## config.mk

```make
export PLATFORM = sky130hd
export DESIGN_NAME = button_gesture_decoder
export DESIGN_NICKNAME = d
export VERILOG_FILES = /design/src/rtl/button_gesture_decoder.sv
export SDC_FILE = /design/constraint.sdc
export NUM_CORES = 1
export LEC_CHECK = 0
export ABC_AREA = 1
export CAP_MARGIN = 20
export CORE_ASPECT_RATIO = 0.8
export CORE_UTILIZATION = 56
export DETAILED_ROUTE_END_ITERATION = 8
export PLACE_DENSITY = 0.82
export SLEW_MARGIN = 20
export SYNTH_ARGS = -nofsm -noshare
export SYNTH_HDL_FRONTEND = slang
export SYNTH_SLANG_ARGS = --single-unit
```

## constraint.sdc

```tcl
create_clock -name clk -period 1.8 [get_ports clk]
set_input_delay 0.18 -clock clk [delete_from_list [all_inputs] [get_ports clk]]
set_output_delay 0.18 -clock clk [all_outputs]
set_load 0.05 [all_outputs]
```

## src/rtl/button_gesture_decoder.sv

```systemverilog
// -----------------------------------------------------------------------------
// button_gesture_decoder
//   Classifies debounced press/release activity of one push-button into
//   gesture events (CLICK, DOUBLE, LONG, REPEAT, LONG_REL). Events are handed
//   to the consumer through a single-entry valid/ready output register. If an
//   event is generated while that register still holds an unaccepted event,
//   the new event is discarded and evt_drop_o pulses for one cycle.
//
// Ports
//   clk          in   1  system clock
//   arst_n       in   1  asynchronous reset, active-low
//   down_i       in   1  1-cycle pulse: debounced press
//   up_i         in   1  1-cycle pulse: debounced release
//   state_i      in   1  debounced level, 1 = pressed
//   evt_valid_o  out  1  event available
//   evt_code_o   out  3  1=CLICK 2=DOUBLE 3=LONG 4=REPEAT 5=LONG_REL, 0 idle
//   evt_ready_i  in   1  consumer accepts when valid & ready at posedge
//   evt_drop_o   out  1  1-cycle pulse: new event lost, slot occupied
// -----------------------------------------------------------------------------
module button_gesture_decoder #(
  parameter int unsigned DBL_GAP_CYC = 32'd5000000,
  parameter int unsigned LONG_CYC    = 32'd25000000,
  parameter int unsigned REPEAT_CYC  = 32'd5000000
) (
  input  logic       clk,
  input  logic       arst_n,
  input  logic       down_i,
  input  logic       up_i,
  input  logic       state_i,
  output logic       evt_valid_o,
  output logic [2:0] evt_code_o,
  input  logic       evt_ready_i,
  output logic       evt_drop_o
);

  function automatic int unsigned max3(input int unsigned a,
                                       input int unsigned b,
                                       input int unsigned c);
    int unsigned m;
    m = a;
    if (b > m) begin
      m = b;
    end else begin
      m = m;
    end
    if (c > m) begin
      m = c;
    end else begin
      m = m;
    end
    return m;
  endfunction

  localparam int unsigned MAX_CYC = max3(DBL_GAP_CYC, LONG_CYC, REPEAT_CYC);
  localparam int          CNT_W   = $clog2(MAX_CYC) + 1;

  localparam logic [CNT_W-1:0] CNT_ZERO  = {CNT_W{1'b0}};
  localparam logic [CNT_W-1:0] CNT_MAX   = {CNT_W{1'b1}};
  localparam logic [CNT_W-1:0] LONG_LAST = CNT_W'(LONG_CYC - 32'd1);
  localparam logic [CNT_W-1:0] DBL_LAST  = CNT_W'(DBL_GAP_CYC - 32'd1);
  localparam logic [CNT_W-1:0] REP_LAST  = CNT_W'(REPEAT_CYC - 32'd1);

  localparam logic [2:0] EVT_NONE     = 3'd0;
  localparam logic [2:0] EVT_CLICK    = 3'd1;
  localparam logic [2:0] EVT_DOUBLE   = 3'd2;
  localparam logic [2:0] EVT_LONG     = 3'd3;
  localparam logic [2:0] EVT_REPEAT   = 3'd4;
  localparam logic [2:0] EVT_LONG_REL = 3'd5;

  typedef enum logic [2:0] {
    ST_IDLE   = 3'd0,
    ST_PRESS1 = 3'd1,
    ST_WAIT2  = 3'd2,
    ST_PRESS2 = 3'd3,
    ST_HELD   = 3'd4
  } state_t;

  state_t           state_r;
  state_t           state_nxt_s;
  logic [CNT_W-1:0] cnt_r;
  logic [CNT_W-1:0] cnt_nxt_s;
  logic [CNT_W-1:0] cnt_inc_s;
  logic             release_s;
  logic             emit_s;
  logic [2:0]       emit_code_s;
  logic             evt_valid_r;
  logic [2:0]       evt_code_r;
  logic             evt_drop_r;

  // Release detection: a low level while pressed stands in for a missed up_i.
  always_comb begin
    release_s = up_i;
    if ((state_r == ST_PRESS1) || (state_r == ST_PRESS2) || (state_r == ST_HELD)) begin
      release_s = up_i | ~state_i;
    end else begin
      release_s = up_i;
    end
  end

  // Saturating increment so the counter can never wrap.
  always_comb begin
    if (cnt_r == CNT_MAX) begin
      cnt_inc_s = cnt_r;
    end else begin
      cnt_inc_s = cnt_r + {{(CNT_W-1){1'b0}}, 1'b1};
    end
  end

  // State and counter register.
  always_ff @(posedge clk or negedge arst_n) begin
    if (!arst_n) begin
      state_r <= ST_IDLE;
      cnt_r   <= CNT_ZERO;
    end else begin
      state_r <= state_nxt_s;
      cnt_r   <= cnt_nxt_s;
    end
  end

  // Next-state and counter logic; release beats timeouts, re-press beats CLICK timeout.
  always_comb begin
    state_nxt_s = state_r;
    cnt_nxt_s   = cnt_r;
    case (state_r)
      ST_IDLE: begin
        if (down_i && !release_s) begin
          state_nxt_s = ST_PRESS1;
          cnt_nxt_s   = CNT_ZERO;
        end else begin
          state_nxt_s = ST_IDLE;
        end
      end
      ST_PRESS1: begin
        if (release_s) begin
          state_nxt_s = ST_WAIT2;
          cnt_nxt_s   = CNT_ZERO;
        end else if (cnt_r == LONG_LAST) begin
          state_nxt_s = ST_HELD;
          cnt_nxt_s   = CNT_ZERO;
        end else begin
          cnt_nxt_s = cnt_inc_s;
        end
      end
      ST_WAIT2: begin
        if (down_i && !release_s) begin
          state_nxt_s = ST_PRESS2;
          cnt_nxt_s   = CNT_ZERO;
        end else if (cnt_r == DBL_LAST) begin
          state_nxt_s = ST_IDLE;
          cnt_nxt_s   = CNT_ZERO;
        end else begin
          cnt_nxt_s = cnt_inc_s;
        end
      end
      ST_PRESS2: begin
        if (release_s) begin
          state_nxt_s = ST_IDLE;
          cnt_nxt_s   = CNT_ZERO;
        end else begin
          state_nxt_s = ST_PRESS2;
        end
      end
      ST_HELD: begin
        if (release_s) begin
          state_nxt_s = ST_IDLE;
          cnt_nxt_s   = CNT_ZERO;
        end else if (cnt_r == REP_LAST) begin
          cnt_nxt_s = CNT_ZERO;
        end else begin
          cnt_nxt_s = cnt_inc_s;
        end
      end
      default: begin
        state_nxt_s = ST_IDLE;
        cnt_nxt_s   = CNT_ZERO;
      end
    endcase
  end

  // Event generation, decoded from the same conditions as the transitions.
  always_comb begin
    emit_s      = 1'b0;
    emit_code_s = EVT_NONE;
    case (state_r)
      ST_PRESS1: begin
        if (!release_s && (cnt_r == LONG_LAST)) begin
          emit_s      = 1'b1;
          emit_code_s = EVT_LONG;
        end else begin
          emit_s = 1'b0;
        end
      end
      ST_WAIT2: begin
        if (!(down_i && !release_s) && (cnt_r == DBL_LAST)) begin
          emit_s      = 1'b1;
          emit_code_s = EVT_CLICK;
        end else begin
          emit_s = 1'b0;
        end
      end
      ST_PRESS2: begin
        if (release_s) begin
          emit_s      = 1'b1;
          emit_code_s = EVT_DOUBLE;
        end else begin
          emit_s = 1'b0;
        end
      end
      ST_HELD: begin
        if (release_s) begin
          emit_s      = 1'b1;
          emit_code_s = EVT_LONG_REL;
        end else if (cnt_r == REP_LAST) begin
          emit_s      = 1'b1;
          emit_code_s = EVT_REPEAT;
        end else begin
          emit_s = 1'b0;
        end
      end
      default: begin
        emit_s      = 1'b0;
        emit_code_s = EVT_NONE;
      end
    endcase
  end

  // Single-entry output slot: load when empty or being accepted, else drop the new event.
  always_ff @(posedge clk or negedge arst_n) begin
    if (!arst_n) begin
      evt_valid_r <= 1'b0;
      evt_code_r  <= EVT_NONE;
      evt_drop_r  <= 1'b0;
    end else if (emit_s) begin
      if (!evt_valid_r || evt_ready_i) begin
        evt_valid_r <= 1'b1;
        evt_code_r  <= emit_code_s;
        evt_drop_r  <= 1'b0;
      end else begin
        evt_drop_r  <= 1'b1;
      end
    end else begin
      evt_drop_r <= 1'b0;
      if (evt_valid_r && evt_ready_i) begin
        evt_valid_r <= 1'b0;
        evt_code_r  <= EVT_NONE;
      end else begin
        evt_valid_r <= evt_valid_r;
      end
    end
  end

  assign evt_valid_o = evt_valid_r;
  assign evt_code_o  = evt_code_r;
  assign evt_drop_o  = evt_drop_r;

endmodule

```

# ---- Word level (Yosys, flattened, before mapping)
# Index checks and enable logic that the tools add are counted.
dict set report classes {
  n_reduce_logical 15
  bitwise_logic 2
  eq_ne 13
  add_sub_neg 1
  muxes 38
}
# cell count
set op_table {}
lappend op_table {{2-to-1 mux 26 bit} 8}
lappend op_table {{one-hot mux 26 bit (5 select lines)} 1}
lappend op_table {{2-to-1 mux 3 bit} 10}
lappend op_table {{adder 26 x 1 -> 26 bit (second input constant)} 1}
lappend op_table {{== test 26 x 23 -> 1 bit (second input constant)} 1}
lappend op_table {{== test 26 x 25 -> 1 bit (second input constant)} 1}
lappend op_table {{== test 26 bit (second input constant)} 1}
lappend op_table {{one-hot mux 3 bit (5 select lines)} 1}
lappend op_table {{2-to-1 mux 1 bit} 13}
lappend op_table {{one-hot mux 3 bit (4 select lines)} 1}
lappend op_table {{== test 3 x 2 -> 1 bit (second input constant)} 2}
lappend op_table {{2-to-1 mux 2 bit} 3}
lappend op_table {{!= test 2 bit (second input constant)} 3}
lappend op_table {{logical AND 1 bit} 4}
lappend op_table {{one-hot mux 1 bit (4 select lines)} 1}
lappend op_table {{AND reduction 2 bit} 2}
lappend op_table {{== test 3 x 1 -> 1 bit (second input constant)} 1}
lappend op_table {{== test 3 bit (second input constant)} 1}
lappend op_table {{zero test 1 bit} 3}
lappend op_table {{zero test 3 bit} 1}
lappend op_table {{logical OR 1 bit} 3}
lappend op_table {{!= test 3 x 2 -> 1 bit (second input constant)} 1}
lappend op_table {{!= test 3 bit (second input constant)} 1}
lappend op_table {{AND reduction 3 bit} 1}
lappend op_table {{4 further kinds} 4}
dict set report totals {
  inputBits 6
  wordCells 74
  register_bits 34
  out_inout_bits 5
}

# ---- Longest topological paths before layout
# Gate-level depths: netlist of run 1.
dict set report logic_depth {
  ltp_word 12
  depth_mapped 14
  depth_no_buf 14
}

# ---- Least setup slack after synthesis of run 1
# No wires, ideal clock.
dict set report synth_path {
  path_type {flip-flop to flip-flop}
  from {register cnt_r[0]}
  to {register cnt_r[18]}
  path_stages_with_launch 13
  path_slack_ns 0.067
  synth_period_minus_slack_ns 1.733
  n_path_buf 0
  setup_ns 0.124
  arrival_time_ns 1.609
  t_required_ns 1.676
  path_cell_list {dfrtp_1 ha_1 nand2_2 inv_1 nand2_1 nor2_2 nand2_1 nor2_2 inv_2 nand3_4 nand2_1 a21oi_4 nor2_1}
}
dict set report synth_between {
  elab_chain_cells 5
  elab_cells_between_ends 11
  classes_between {add/sub: 1; eq/ne: 3; mux: 7}
}
# item line_no
set synth_rtl {}
lappend synth_rtl {{from (decl)} 80} ;# logic [CNT_W-1:0] cnt_r;
lappend synth_rtl {{from (signal assigned)} 116} ;# cnt_r <= cnt_nxt_s;
lappend synth_rtl {{adder 26 x 1 -> 26 bit / == test 26 bit (equally long branches)} {105, 102}}
lappend synth_rtl {{2-to-1 mux 26 bit} 102} ;# if (cnt_r == CNT_MAX) begin
lappend synth_rtl {{2-to-1 mux 26 bit, on equally long branches} {148, 167, 137}}
lappend synth_rtl {{2-to-1 mux 26 bit, on equally long branches} {164, 134, 145}}
lappend synth_rtl {{one-hot mux 26 bit (5 select lines) *} 124} ;# case (state_r)
# Mark *: on every way between the ends. The rest lies on a longest branch, timed or not.
# A chain may end at the register's enable or synchronous reset.

# ---- Worst setup path after layout of run 1
dict set report layout_path {
  from {register cnt_r[0]}
  to {register cnt_r[22]}
}
# The elaborated chain is that of the path after synthesis.

==> impl_metrics.json, run 1 <==
{
  "yosysUniqueCellTypes": 34,
  "fp.dieArea_um2": 5530,
  "yosysTopAreaCellShare": 0.290,
  "grt_max_degree": 35,
  "synthSimpleGateAreaFrac": 0.532,
  "timing.rr.end": "cnt_r[22]$_DFFE_PN0P_",
  "top_usage_layer": "met2",
  "dp_slack_ps": -112,
  "final_nets": 504,
  "core_um2": 5010,
  "synth_compound_area_frac": 0.0337,
  "wire_per_inst_um": 14.5,
  "gr-usage-met2": 0.496,
  "maxCapViolations": 0,
  "fp.dieH_um": 66.7,
  "avgViaCountPerCell": 5.87,
  "status": "complete, but fails checks",
  "netlist_instances": 468,
  "synth_nets": 475,
  "holdWs_ps": 303,
  "slew_headroom": 0.662,
  "cts-root-buf": "clkbuf_8",
  "route.detailed.drc": 0,
  "worst-path-buf-inv": 1,
  "slowest_delay_ps": 400,
  "max_freq_mhz": 549,
  "clkTransAtPathRegs_ps": 70,
  "yosys_register_bits": 34,
  "min_path_type": "input port to async pin",
  "finalHoldViolCount": 0,
  "violations": "negative setup slack",
  "rrSetupSlack_ps": -20,
  "synth_mux_area_frac": 0,
  "yosysWarnings": 0,
  "area_growth_pct": 20.0,
  "grt_pass1_wl_mm": 13.1,
  "ys_seq_area_frac": 0.290,
  "synth_most_common_cell": "nand2_1",
  "critPathArrivalTime_ps": 1990,
  "synthFlopType": "dfrtp_1",
  "ant_nets": 0,
  "clock_sinks": 34,
  "leakagePower_uw": 0.00157,
  "numCtsBuffers": 5,
  "synthAdderAreaFrac": 0.00427,
  "grt_util_met1": 0.386,
  "synth_top_family_by_area": "simple AND/OR/NAND/NOR gates",
  "p_per_area_nw_per_um2": 843,
  "cp-end-kind": "flop",
  "num_rows": 23,
  "dp_hpwl_mm": 5.75,
  "grt_use_total": 0.295,
  "setup_viol": 5,
  "final_util": 0.702,
  "portBuffers": 10,
  "finalCritPeriodShare": 1.01,
  "cp_cell_sequence": "ha_4 -> nand2_4 -> nor2_4 -> nand2_2 -> nor2_2 -> nand2_2 -> nand3_2 -> nand2_1 -> inv_2 -> nand2_4 -> a21oi_4 -> nor2_1",
  "finalClockSkew_ps": 6.85,
  "synth_area_leaders": "dfrtp_1 (29%), nand2_1 (17%), nand3_1 (11%)",
  "maxSlewViolCount": 0,
  "met3_usage": 0.0520,
  "worst_slack_ps": -20.8,
  "cp_top_family": "simple AND/OR/NAND/NOR gates",
  "start_kind": "flop",
  "initial_core_util": 0.585,
  "pin_count": 11,
  "hold_buffers": 0,
  "grt_pass1_vias": 2952,
  "synth_area_leader_cell": "dfrtp_1",
  "drtIter0Drc": 402,
  "crit_type": "flop to flop",
  "reg2reg_from": "cnt_r[0]$_DFFE_PN0P_",
  "syn_area_per_cell_um2": 6.26,
  "drive_gt1_frac": 0.223,
  "power_uw": 2960,
  "r2r_cells": 12,
  "cts.path.max_buffers": 2,
  "drt-total-wl_mm": 8.12,
  "cts_tree": "built",
  "grt-ovfl-total": 0,
  "synth_common_cells": "nand2_1 (131), nand3_1 (64), nor2_1 (61)",
  "insertion_delay_ps": 290,
  "syn-cell-area_um2": 2930,
  "synth_edf_count": 0,
  "gp_congestion": 1.01,
  "htree_levels": 2,
  "worst_slew_pin_slew_ps": 506,
  "min_period_ps": 1820,
  "via_count": 3289,
  "die_w_um": 82.9,
  "antenna_found_initial": 0,
  "rsz0062_at_grt": "yes",
  "diodes": 0,
  "cp_max_fo": 7,
  "worst_ep_required_time_ps": 1970,
  "synthXorXnorAreaFrac": 0.0359,
  "first_pass_iters": 5,
  "ir_drop_uv": 757,
  "slowest_stage": "dfrtp_1",
  "async_reset_ff_frac": 1.00
}
## report_power, final
part | switching [uW] | leakage (uW) | internal, uW | total [uW]
clock | 292 | 0.0000579 | 408 | 700
combinational | 883 | 0.00106 | 454 | 1340
sequential | 84.4 | 0.000459 | 842 | 927
## cells by family (layout without fill, tap and decap cells)
kind of cell / after synthesis / after routing
AND/OR/NAND/NOR: 335 / 335
buffers and inverters: 71 / 101
flip-flops: 34 / 34
AO/OA/AOI/OAI: 15 / 15
XOR/XNOR: 12 / 12
adder cells (fa/ha/maj): 1 / 1
## state kept, by name, indices dropped and copies added, names as in the netlist
signal       flops
evt_valid_o      1
cnt_r           26
evt_drop_o       1
evt_code_o       3
state_r          3
## cells in the final DEF, fill, tap and decap left out, drive strengths merged, types with 3 or more instances in the layout
master           n
o21ai            9
a21oi            4
inv             50
nand2          140
clkbuf           5
clkdlybuf4s50   10
nor2            69
xor2            10
nand4           43
dfrtp           34
nand3           67
nor3            10
or2              3
buf             33
## layout make-up
class                      count  area (um^2)
sequential                    34          858
multi-input combinational    363         1930
clock buffer                   5         68.8
clock inverter                 3         40.0
fill                         428         1490
tap                           62         77.6
timing repair buffer          43          352
inverter                      50          193
## routing by layer
metal	vias to the layer above	wire, um	share of wire
li1	1595	-	-
met1	1531	3640	0.45
met2	139	3800	0.47
met3	24	522	0.064
met4	0	167	0.021
met5	-	0	0
## per-stage QoR
stage,instances,area (um^2),setup TNS (ps)
2_1_floorplan,468,2930,0
3_3_place_gp,543,3180,-552
3_5_place_dp,543,3180,-1060
4_1_cts,557,3360,-13.9
5_1_grt,560,3520,-1170
6_report,560,3520,-52.4
## what timing repair did
action,in CTS,in global routing
setup endpoints to repair,17,30
pin swaps,13,18
setup buffers,6,3
resized for setup,11,44
## worst max-delay path by stage
stage,cells after the start,startpoint,endpoint
floorplan,12,cnt_r[0]$_DFFE_PN0P_,cnt_r[18]$_DFFE_PN0P_
global placement,9,cnt_r[0]$_DFFE_PN0P_,cnt_r[20]$_DFFE_PN0P_
detailed placement,12,cnt_r[0]$_DFFE_PN0P_,cnt_r[18]$_DFFE_PN0P_
CTS,12,cnt_r[1]$_DFFE_PN0P_,cnt_r[22]$_DFFE_PN0P_
global route,12,cnt_r[16]$_DFFE_PN0P_,cnt_r[19]$_DFFE_PN0P_
finish,12,cnt_r[0]$_DFFE_PN0P_,cnt_r[22]$_DFFE_PN0P_
Power figures use the tool's default switching activity.
==> run 2: changes to the inputs <==
Settings changed: CORE_UTILIZATION 56 to 58, DONT_BUFFER_PORTS set to 1, PLACE_DENSITY 0.82 to 0.81.
==> impl_metrics.json, run 2 (same netlist as run 1, synthesis figures left out) <==
{
  "start_kind": "flop",
  "p_seq_frac": 0.335,
  "drt-total-wl_mm": 9.14,
  "core_um2": 4710,
  "timing.rr.end": "cnt_r[21]$_DFFE_PN0P_",
  "clock_sinks": 34,
  "diodes": 0,
  "grt_pass1_vias": 3112,
  "multiInputGateArea_um2": 1970,
  "met3_usage": 0.0764,
  "route.detailed.drc": 0,
  "grt_max_degree": 35,
  "dp_slack_ps": -49.3,
  "rrSetupSlack_ps": -20,
  "layout_common_cells": "nand2_1 (120), nand3_1 (63), nor2_1 (48)",
  "cp-end-kind": "flop",
  "pin_count": 11,
  "power_frac_comb": 0.448,
  "ant_nets": 0,
  "grt_pass1_wl_mm": 14.1,
  "largest_reg_flops": 26,
  "p_per_area_nw_per_um2": 813,
  "leakagePower_uw": 0.00159,
  "max_freq_mhz": 550,
  "rsz0062_at_grt": "yes",
  "antenna_found_initial": 0,
  "crit_type": "flop to flop",
  "tns_ps": -76.2,
  "status": "complete, but fails checks",
  "numCtsBuffers": 5,
  "intPower_uw": 1540,
  "p_sw_frac": 0.465,
  "maxCapViolations": 0,
  "worst_slew_pin_slew_ps": 491,
  "gr-usage-met2": 0.557,
  "wire_per_inst_um": 16.4,
  "finalClockSkew_ps": 5.30,
  "r2r_cells": 11,
  "violations": "negative setup slack",
  "finalHoldViolCount": 0,
  "top_register": "cnt_r",
  "ir_drop_uv": 883,
  "min_from": "evt_ready_i",
  "hold_path_end": "evt_drop_o$_DFF_PN0_",
  "initial_core_util": 0.623,
  "hold_depth": 2,
  "via_count": 3428,
  "slew_headroom": 0.673,
  "clkTransAtPathRegs_ps": 80,
  "grt_util_met1": 0.454,
  "cts_tree": "built",
  "dp_hpwl_mm": 6.18,
  "layout_commonest_cell": "nand2_1",
  "htree_levels": 2,
  "insertion_delay_ps": 300,
  "clock_power_share": 0.217,
  "cts.path.max_buffers": 2,
  "finalCritPeriodShare": 1.01,
  "worst_ep_required_time_ps": 1980,
  "fp.dieH_um": 65.6,
  "num_rows": 22,
  "final_nets": 504,
  "min_period_ps": 1820,
  "gp_congestion": 0.997,
  "fp.dieArea_um2": 5340,
  "fin_cells": 558,
  "drtIter0Drc": 369,
  "top_usage_layer": "met2",
  "avgViaCountPerCell": 6.14,
  "n_fill_cell": 336,
  "cp_max_fo": 7,
  "grt-ovfl-total": 0,
  "seq_area_um2": 857,
  "portBuffers": 0,
  "critPathArrivalTime_ps": 2000,
  "first_pass_iters": 5,
  "grt_use_total": 0.350,
  "drive_gt1_frac": 0.245,
  "worst_slack_ps": -18.6,
  "min_path_type": "input port to flop",
  "maxSlewViolCount": 0,
  "area_growth_pct": 20.6,
  "setup_viol": 7,
  "cts-root-buf": "clkbuf_8",
  "p_sw_uw": 1340,
  "reg2reg_from": "cnt_r[15]$_DFFE_PN0P_",
  "die_w_um": 81.5,
  "place_inst": 540
}
run 2: what timing repair did:
item / 4_1_cts / 5_1_grt
endpoints found under the setup margin: 12 / 30
resized for setup: 6 / 58
gates cloned: 0 / 1
endpoints found under the hold margin: 34 / 0
pin swaps: 5 / 21
buffers inserted: 2 / 6
hold buffers: 2 / 0
run 2: metal layers:
metal / part of all wire / wire length [um] / vias to the layer above
met2: 0.46 / 4200 / 228
met3: 0.11 / 980 / 33
li1: - / - / 1594
met1: 0.41 / 3700 / 1573
met4: 0.028 / 257 / 0
met5: 0 / 0 / -
run 2: per-stage QoR:
stage	instance area [um^2]	hold slack, ps	utilization	total power, uW
final	3530	99.9	0.751	2870
after global routing	3530	97.2	0.751	3020
after CTS	3300	94.2	0.701	2700
after detailed placement	3140	-115	0.668	2030
after global placement	3140	-115	0.668	2000
after floorplan	2930	-116	-	1720
run 2: power groups by stage:
stage	logic, uW	clock network (uW)	registers (uW)
finish	1290	624	962
global route	1380	668	969
CTS	1110	636	959
detailed placement	1060	0	968
global placement	1030	0	962
floorplan	724	0	1000
run 2: worst max-delay path, stage by stage (launching register included):
cell and delay [ps]:
dfrtp_2 440, buf_4 150, nor2_2 130, nand2_1 90
nor2_2 130, nand2_2 70, nor2_4 130, inv_2 60
nand3_4 100, nand2_4 70, a21oi_4 250, nor2_1 80
run 2: worst max-delay path by stage:
stage                                startpoint                    end  slack (ps)  cells after the start
after global routing      cnt_r[20]$_DFFE_PN0P_  cnt_r[21]$_DFFE_PN0P_        -140                      9
after detailed placement   cnt_r[0]$_DFFE_PN0P_   cnt_r[0]$_DFFE_PN0P_         -50                     12
after floorplan            cnt_r[0]$_DFFE_PN0P_  cnt_r[18]$_DFFE_PN0P_          70                     12
final                     cnt_r[15]$_DFFE_PN0P_  cnt_r[21]$_DFFE_PN0P_         -20                     11
after global placement     cnt_r[0]$_DFFE_PN0P_   cnt_r[0]$_DFFE_PN0P_          -6                     12
after CTS                  cnt_r[1]$_DFFE_PN0P_  cnt_r[22]$_DFFE_PN0P_         0.7                     12
run 2: final cells by class:
type	instances	area share
clock buffer	6	0.0234
clock inverter	2	0.00354
inverter	50	0.0545
multi-input combinational	363	0.558
sequential	34	0.243
tap	60	0.0212
timing repair buffer	42	0.0945
timing repair inverter	1	0.00212
